==> config.mk <==
export PLATFORM = sky130hd
export DESIGN_NAME = regfile_sb_flat
export DESIGN_NICKNAME = d
export VERILOG_FILES = /design/src/rtl/mips_pkg.sv /design/src/rtl/regfile_sb_if.sv /design/src/rtl/regfile_scoreboard.sv /design/src/rtl/regfile_sb.sv /design/src/flat_wrapper.sv
export SDC_FILE = /design/constraint.sdc
export NUM_CORES = 2
export LEC_CHECK = 0
export CAP_MARGIN = 15
export CORE_MARGIN = 2
export CORE_UTILIZATION = 45
export CTS_CLUSTER_DIAMETER = 200
export DETAILED_ROUTE_END_ITERATION = 12
export SLEW_MARGIN = 15
export SYNTH_ARGS = -nofsm -noshare
export SYNTH_HDL_FRONTEND = slang
export SYNTH_SLANG_ARGS = --single-unit
==> constraint.sdc <==
create_clock -name clk -period 3.3 [get_ports clk]
set_input_delay 0.66 -clock clk [delete_from_list [all_inputs] [get_ports clk]]
set_output_delay 0.66 -clock clk [all_outputs]
set_load 0.05 [all_outputs]
==> src/rtl/mips_pkg.sv <==
// Shared defaults for the register file slice.
// Hardwired zero register index lives here too.
package mips_pkg;

    localparam int DATA_W_DEF   = 32;
    localparam int NUM_REGS_DEF = 32;
    localparam int NUM_RD_DEF   = 2;
    localparam int ZERO_REG     = 0;

endpackage

==> src/rtl/regfile_sb_if.sv <==
// Read, writeback, issue and scoreboard signals of regfile_sb.
// master drives addresses/strobes, slave returns data and busy state.
interface regfile_sb_if
    import mips_pkg::*;
#(
    parameter  int DATA_W   = DATA_W_DEF,
    parameter  int NUM_REGS = NUM_REGS_DEF,
    parameter  int NUM_RD   = NUM_RD_DEF,
    localparam int ADDR_W   = $clog2(NUM_REGS)
);

    logic [NUM_RD*ADDR_W-1:0] rd_addr;
    logic [NUM_RD*DATA_W-1:0] rd_data;
    logic [NUM_RD-1:0]        rd_busy;
    logic                     wr_en;
    logic [ADDR_W-1:0]        wr_addr;
    logic [DATA_W-1:0]        wr_data;
    logic                     iss_en;
    logic [ADDR_W-1:0]        iss_addr;
    logic [ADDR_W:0]          busy_cnt;

    modport master (
        output rd_addr, wr_en, wr_addr, wr_data,
        output iss_en, iss_addr,
        input  rd_data, rd_busy, busy_cnt
    );

    modport slave (
        input  rd_addr, wr_en, wr_addr, wr_data,
        input  iss_en, iss_addr,
        output rd_data, rd_busy, busy_cnt
    );

endinterface

==> src/rtl/regfile_scoreboard.sv <==
// Per-register pending-write bits and a registered popcount of them.
// Issue beats writeback to the same register (newer producer wins).
module regfile_scoreboard
    import mips_pkg::*;
#(
    parameter  int NUM_REGS = NUM_REGS_DEF,
    localparam int ADDR_W   = $clog2(NUM_REGS)
) (
    input  logic                clk,
    input  logic                rst_n,
    input  logic                en,
    input  logic                iss_en,
    input  logic [ADDR_W-1:0]   iss_addr,
    input  logic                wr_en,
    input  logic [ADDR_W-1:0]   wr_addr,
    output logic [NUM_REGS-1:0] busy,
    output logic [ADDR_W:0]     busy_cnt
);

    localparam logic [ADDR_W-1:0] ZA = ADDR_W'(ZERO_REG);

    logic                iss_ok;
    logic                wr_ok;
    logic                set;
    logic                clr;
    logic [NUM_REGS-1:0] busy_nxt;
    logic [ADDR_W:0]     cnt_nxt;

    always_comb begin
        iss_ok   = en && iss_en && (iss_addr != ZA);
        wr_ok    = en && wr_en && (wr_addr != ZA);
        set      = iss_ok && !busy[iss_addr];
        clr      = wr_ok && busy[wr_addr] &&
                   !(iss_ok && (iss_addr == wr_addr));
        busy_nxt = busy;
        if (wr_ok)
            busy_nxt[wr_addr] = 1'b0;
        if (iss_ok)
            busy_nxt[iss_addr] = 1'b1;
        busy_nxt[ZERO_REG] = 1'b0;
        cnt_nxt  = busy_cnt + (ADDR_W+1)'(set) - (ADDR_W+1)'(clr);
    end

    always_ff @(posedge clk or negedge rst_n) begin
        if (!rst_n) begin
            busy     <= '0;
            busy_cnt <= '0;
        end else begin
            busy     <= busy_nxt;
            busy_cnt <= cnt_nxt;
        end
    end

endmodule

==> src/rtl/regfile_sb.sv <==
// Register file with zero-latency reads and a pending-write scoreboard.
// Define REGFILE_BYPASS_EN to forward same-cycle writeback to reads.
module regfile_sb
    import mips_pkg::*;
#(
    parameter int DATA_W   = DATA_W_DEF,
    parameter int NUM_REGS = NUM_REGS_DEF,
    parameter int NUM_RD   = NUM_RD_DEF
) (
    input  logic         clk,
    input  logic         rst_n,
    regfile_sb_if.slave  rf
);

    localparam int ADDR_W = $clog2(NUM_REGS);
    localparam logic [ADDR_W-1:0] ZA = ADDR_W'(ZERO_REG);

    logic                live;
    logic                wr_ok;
    logic [DATA_W-1:0]   regs [NUM_REGS];
    logic [NUM_REGS-1:0] busy;

    // First edge after reset release is swallowed so a strobe
    // racing the release never lands.
    always_ff @(posedge clk or negedge rst_n) begin
        if (!rst_n)
            live <= 1'b0;
        else
            live <= 1'b1;
    end

    assign wr_ok = live && rf.wr_en && (rf.wr_addr != ZA);

    always_ff @(posedge clk or negedge rst_n) begin
        if (!rst_n) begin
            for (int i = 0; i < NUM_REGS; i++)
                regs[i] <= '0;
        end else if (wr_ok) begin
            regs[rf.wr_addr] <= rf.wr_data;
        end
    end

    regfile_scoreboard #(
        .NUM_REGS (NUM_REGS)
    ) u_sb (
        .clk      (clk),
        .rst_n    (rst_n),
        .en       (live),
        .iss_en   (rf.iss_en),
        .iss_addr (rf.iss_addr),
        .wr_en    (rf.wr_en),
        .wr_addr  (rf.wr_addr),
        .busy     (busy),
        .busy_cnt (rf.busy_cnt)
    );

    for (genvar i = 0; i < NUM_RD; i++) begin : g_rd
        logic [ADDR_W-1:0] a;
        logic [DATA_W-1:0] d;
        logic              b;

        assign a = rf.rd_addr[i*ADDR_W +: ADDR_W];

        always_comb begin
            d = (a == ZA) ? '0 : regs[a];
            b = busy[a];
`ifdef REGFILE_BYPASS_EN
            if (wr_ok && (a == rf.wr_addr)) begin
                d = rf.wr_data;
                b = rf.iss_en && (rf.iss_addr == rf.wr_addr);
            end
`endif
        end

        assign rf.rd_data[i*DATA_W +: DATA_W] = d;
        assign rf.rd_busy[i]                  = b;
    end

endmodule

==> src/flat_wrapper.sv <==
// flat-port wrapper written by rule: the top's interface ports become plain ports
module regfile_sb_flat import mips_pkg::*;
#(
    parameter int DATA_W   = DATA_W_DEF,
    parameter int NUM_REGS = NUM_REGS_DEF,
    parameter int NUM_RD   = NUM_RD_DEF
)
  (clk, rst_n, rf_rd_addr, rf_wr_en, rf_wr_addr, rf_wr_data, rf_iss_en, rf_iss_addr, rf_rd_data, rf_rd_busy, rf_busy_cnt);
  regfile_sb_if #(.DATA_W(DATA_W), .NUM_REGS(NUM_REGS), .NUM_RD(NUM_RD)) rf_i ();
  input  logic clk;
  input  logic rst_n;
  input wire logic [$bits(rf_i.rd_addr)-1:0] rf_rd_addr;
  input wire logic [$bits(rf_i.wr_en)-1:0] rf_wr_en;
  input wire logic [$bits(rf_i.wr_addr)-1:0] rf_wr_addr;
  input wire logic [$bits(rf_i.wr_data)-1:0] rf_wr_data;
  input wire logic [$bits(rf_i.iss_en)-1:0] rf_iss_en;
  input wire logic [$bits(rf_i.iss_addr)-1:0] rf_iss_addr;
  output wire logic [$bits(rf_i.rd_data)-1:0] rf_rd_data;
  output wire logic [$bits(rf_i.rd_busy)-1:0] rf_rd_busy;
  output wire logic [$bits(rf_i.busy_cnt)-1:0] rf_busy_cnt;
  assign rf_i.rd_addr = rf_rd_addr;
  assign rf_i.wr_en = rf_wr_en;
  assign rf_i.wr_addr = rf_wr_addr;
  assign rf_i.wr_data = rf_wr_data;
  assign rf_i.iss_en = rf_iss_en;
  assign rf_i.iss_addr = rf_iss_addr;
  assign rf_rd_data = rf_i.rd_data;
  assign rf_rd_busy = rf_i.rd_busy;
  assign rf_busy_cnt = rf_i.busy_cnt;
  regfile_sb #(.DATA_W(DATA_W), .NUM_REGS(NUM_REGS), .NUM_RD(NUM_RD)) u_core (.clk(clk), .rst_n(rst_n), .rf(rf_i));
endmodule
# [After elaboration in Yosys (flattened, before gate mapping)]
# Cells that the tools add are included.
[word_totals] ff_bits=1062 input_bits=56 out_inout_bits=72 word_cells=96
[op_classes] add_sub_neg=2 order_cmp=10 eq_ne=1 muxes=25 bitwise=6 reduce_logical=17
[ops] operator="1024-bit bitwise mux" n=1
[ops] operator="32-bit binary-select mux with 5-bit select" n=2
[ops] operator="32-bit two-way mux" n=9
[ops] operator="32-bit demux with 5-bit select" n=1
[ops] operator="32-bit AND" n=1
[ops] operator="32-bit NOT" n=1
[ops] operator="32-bit OR" n=1
[ops] operator="5-bit by 6-bit < comparator with 1-bit output, second input constant" n=4
[ops] operator="1-bit binary-select mux with 5-bit select" n=4
[ops] operator="6-bit >= comparator, second input constant" n=3
[ops] operator="5-bit NOT with 6-bit output" n=3
[ops] operator="1-bit logical AND" n=11
[ops] operator="1-bit demux with 5-bit select" n=2
[ops] operator="5-bit by 1-bit >= comparator with 1-bit output, second input constant" n=2
[ops] operator="5-bit logical NOT" n=2
[ops] operator="5-bit nonzero test" n=2
[ops] operator="6-bit by 1-bit adder with 6-bit output" n=1
[ops] operator="6-bit by 1-bit < comparator with 1-bit output, second input constant" n=1
[ops] operator="1-bit two-way mux" n=6
[ops] operator="6-bit by 1-bit subtractor with 6-bit output" n=1
[ops] operator="5-bit == test" n=1
[ops] operator="1-bit logical NOT" n=2

# [Longest topological paths before layout]
[logic_depth] depth_word=9 ltp_mapped=13 depth_no_buf=11

# [Hierarchy]
# A second synthesis with hierarchy kept.
[unflattened] cells_unflattened=3922 area_unflattened_um2=57375.0
[by_module_without_submodules] mod="regfile_sb" instances=1 cells_each=3682 area_each_um2=55035.3 seq_area_each_um2=25649.6
[by_module_without_submodules] mod="regfile_scoreboard" instances=1 cells_each=240 area_each_um2=2339.7 seq_area_each_um2=925.9

# [Worst setup path before layout]
# No wires, ideal clock.
[synth_path] path_kind="in2out" startpoint="in rf_rd_addr[5]" endpoint="out rf_rd_data[57]" t_arrival_ps=3156 required_time_ps=2640 path_slack_ps=-516 cell_stages=8 n_path_buf=5 cell_sequence="buf_4 > buf_6 > buf_4 > inv_1 > buf_2 > clkbuf_1 > o21ai_0 > a311oi_1"
[synth_between] elab_chain_len=5 elab_cells_between_ends=6 classes_between="mux (4); bitwise (1); reduce/logical (1)"
[synth_lines] item="start, declared" line_no="flat_wrapper.sv:12" source="input wire logic [$bits(rf_i.rd_addr)-1:0] rf_rd_addr;"
[synth_lines] item="5-bit NOT with 6-bit output (implied by the code)" line_no="regfile_sb.sv:65" source="d = (a == ZA) ? '0 : regs[a];"
[synth_lines] item="32-bit binary-select mux with 5-bit select" line_no="regfile_sb.sv:65"
[synth_lines] item="32-bit two-way mux (implied by the code) (2 in a row)" line_no="regfile_sb.sv:65"
[synth_lines] item="32-bit two-way mux *" line_no="regfile_sb.sv:65"
[synth_lines] item="end, declared" line_no="flat_wrapper.sv:18" source="output wire logic [$bits(rf_i.rd_data)-1:0] rf_rd_data;"
# Mark *: on every way between the ends. The rest lies on a longest branch, timed or not. The select of a mux whose other input is x is not followed.

# [Worst setup path in the final report]
[layout_path] startpoint="reg u_core.u_sb.busy[28]" endpoint="out rf_rd_busy[1]"
[layout_between] elab_chain_len=2
[layout_lines] item="start, declared" line_no="regfile_scoreboard.sv:16" source="output logic [NUM_REGS-1:0] busy,"
[layout_lines] item="start signal, assigned" line_no="regfile_scoreboard.sv:49" source="busy <= busy_nxt;"
[layout_lines] item="1-bit binary-select mux with 5-bit select" line_no="regfile_sb.sv:66" source="b = busy[a];"
[layout_lines] item="1-bit two-way mux (implied by the code)" line_no="regfile_sb.sv:66"
[layout_lines] item="end, declared" line_no="flat_wrapper.sv:19" source="output wire logic [$bits(rf_i.rd_busy)-1:0] rf_rd_busy;"
# No other way between the ends. The select of a mux whose other input is x is not followed.

==> summary.txt <==
Synthesis
  • Synthesized flop and latch total: 1,059
  • Post-synth ARST share: 100.0%
  • EDFF count, synth: 0
  • Sequential area share after synthesis: 46.45%
  • Top FF cell, synth: dfrtp_1
  • Synth top area share: 46.45%
  • Avg Inst Size Synth: 15.02 sq um
  • Top cell type by total area after synthesis: dfrtp_1
  • Synth area leaders: dfrtp_1, mux2_2, mux4_2, mux2i_1, clkbuf_1
  • Synth Net Count: 3,861
  • Mapped cell area: 57,050 sq um
  • Post-synthesis cell type count: 57
  • Cell count after synthesis: 3,798
  • Yosys warns: 0

Critical path
  • Arrival @ worst endpoint: 2.65 ns
  • Worst-path cell chain: buf_6, mux4_2, mux4_2, mux2_4, buf_12
  • Kind of critical path: reg -> out
  • CP max-delay cell: mux4_2
  • Crit-path max cell delay: 0.51 ns
  • Worst R2R Path Depth: 12
  • Worst path required time: 2.64 ns
  • Crit. End Element: output pin
  • Worst-path maximum fanout: 4
  • Startpoint types: register
  • Most used cell, CP: mux4_2

Die
  • Die area: 129,600 sq um
  • Die Ht: 360.1 um
  • Initial Utilization: 45.37%
  • I/O pin total: 128
  • Total core area: 125,700 sq um
  • Rows: 130
  • Die width: 360.1 um

GRT
  • Largest net degree at the start of global routing: 118
  • First-pass GRT wire length: 274,200 um
  • Grt ovf: 0
  • Initial antenna violation count: 9
  • Number of global-route vias before repair: 38,480
  • Global Route Usage Sum: 28.66%

Timing
  • Final Hold Vio Count: 0
  • Setup tns final: -0.01432 ns
  • Slew @ Worst Pin: 1.135 ns
  • Final Slew Violations: 0
  • Clk_skew: 0.04073 ns
  • RSZ-0062 raised after global routing: true
  • Final setup vio count: 2
  • Slack of the critical path: -0.01188 ns
  • F_max: 0.3019 GHz
  • Min Tclk post-route: 3.312 ns
  • Rel. slew slack: 24.09%
  • Final period util: 100.4%

Placed design
  • Routability congestion estimate: 0.8610
  • HPWL after DPL: 114,500 um
  • Buffers added on ports: 127
  • Pre-CTS WS: -0.6850 ns
  • Placed Cells: 5,505

Final layout
  • Share of layout cells above drive strength 1: 58.86%
  • Post-route insts no fill: 5,754
  • Final core occ: 54.77%
  • Area Growth Syn to Fin: 20.72%
  • Most common cell after layout, fill and taps aside: mux2_2
  • Nets: 4,074
  • Commonest non-fill, non-tap cells in the layout: mux2_2, dfrtp_1, mux4_2

Clocking
  • TritonCTS buffer count: 116
  • Later-pin clock latency in the skew report: 0.75 ns
  • CTS root buffer: clkbuf_16
  • CTS clk-pin slew, worst paths: 0.06 ns
  • H-tree depth: 3
  • Max Buffers Root-to-Sink: 3
  • CTS tree: done
  • Clk sink count: 1,059

Hold path
  • Hold path cells: 0
  • Hold WC Path Type: reg -> reg

Route
  • Routed vias/inst: 6.478
  • DRC: 0
  • Violation count after the first detailed-route iteration: 3,368
  • Drt pass-1 iters: 5
  • DR WL/cell: 32.14 um
  • Final WL: 184,900 um
  • Detail Route Antenna Nets: 0
  • Routed vias: 37,280

Outcome
  • Failing checks: setup timing
  • Status: finished with violations

Power
  • Power share of the combinational group: 21.3%
  • Power Density: 548.8 nW/um^2
  • Peak VDD IR: 0.0004316 V
  • Sw frac: 27.62%
  • P_int: 27,350 uW
  • P_leak: 0.03061 uW
  • P_sw: 10,440 uW
  • Clock share of power: 36.2%
  • Seq pwr share: 42.6%

Job
  • Max cap viols: 0
-- cell families after synthesis --
| logic type | share of synthesized area, % |
|---|---|
| xor+xnor | 0.1382 |
| flops | 46.45 |
| buf+inv | 3.820 |
| mux | 43.26 |
| fa+ha+maj | 0.1667 |
| other cells | 0.006573 |
| compound gates | 4.163 |
| simple gates | 1.994 |
-- critical path, delay by kind of cell, from the launching register on --
kind	cells	cell delay, ns
buf+inv	2	0.28
mux	3	1.25
flops	1	0.41
-- state kept, by name, summed over array words and instances (netlist names) --
| name | cells |
|---|---|
| u_core.u_sb.busy | 31 |
| u_core.u_sb.busy_cnt | 6 |
| u_core.regs | 1021 |
| u_core.live | 1 |
-- Yosys cell counts, drive strengths merged, types with 11 or more instances --
library cell  number
mux2            1136
o22ai             32
inv               22
a22o              11
dfrtp           1059
mux4             483
a22oi             59
clkbuf           221
a221oi            91
nor3              27
buf              222
and2              16
nand2             33
nor2b             34
mux2i             99
nand3             28
o21ai             59
o31a              23
nor2              53
-- final cells by class --
cell class	instances	area [sq um]
fillers	10170	56860
repair buffers	538	6928
clock buffers	163	3343
flip-flops and latches	1059	26500
inverters	22	83.83
diodes	3	7.507
well taps	1650	2064
multi-input cells	2274	29320
clock inverters	45	624.3
-- power groups by stage --
stage | Clock (uW) | Combinational, uW | Sequential [uW]
after floorplan | 0 | 5220 | 15900
after global placement | 0 | 7690 | 16200
after detailed placement | 0 | 7790 | 16200
after CTS | 13900 | 7950 | 16000
after global routing | 14400 | 8560 | 16300
final | 13700 | 8030 | 16100
-- path summary, 6_finish.rpt --
path                                       from                      end  slack, ns
min in group asynchronous                 rst_n  u_core.u_sb.busy_cnt[5]       0.42
max                        u_core.u_sb.busy[28]            rf_rd_busy[1]      -0.01
max in group asynchronous                 rst_n        u_core.regs[1021]       1.79
min reg2reg                    u_core.regs[998]         u_core.regs[998]       0.37
min                            u_core.regs[998]         u_core.regs[998]       0.37
max reg2reg                u_core.u_sb.busy[30]  u_core.u_sb.busy_cnt[5]       0.13
-- timing repair --
action | in CTS | in global routing
resized for setup | 60 | 47
endpoints found under the setup margin | 44 | 36
hold endpoints to repair | 14 | 0
hold buffers | 1 | 0
cloned | 4 | 1
pin swaps | 6 | 22
setup buffers | 27 | 17
-- metrics by stage --
step	area [sq um]	total power [uW]	hold slack, ns
floorplan	57340	21080	0.3644
global route	68870	39280	0.3861
finish	68870	37790	0.3733
global placement	63860	23860	0.3604
CTS	68450	37900	0.3780
detailed placement	63860	24030	0.3632
-- routing by layer --
layer	wire, um	global-route usage [%]	part of all wire (%)	up-vias
li1	-	-	-	15190
met1	78730	40.47	43	20330
met2	87850	45.45	48	1418
met3	12130	4.319	6.6	335
met4	6177	9.779	3.3	6
met5	44	0	0.024	-
No activity file was read; power rests on OpenSTA's default activity.
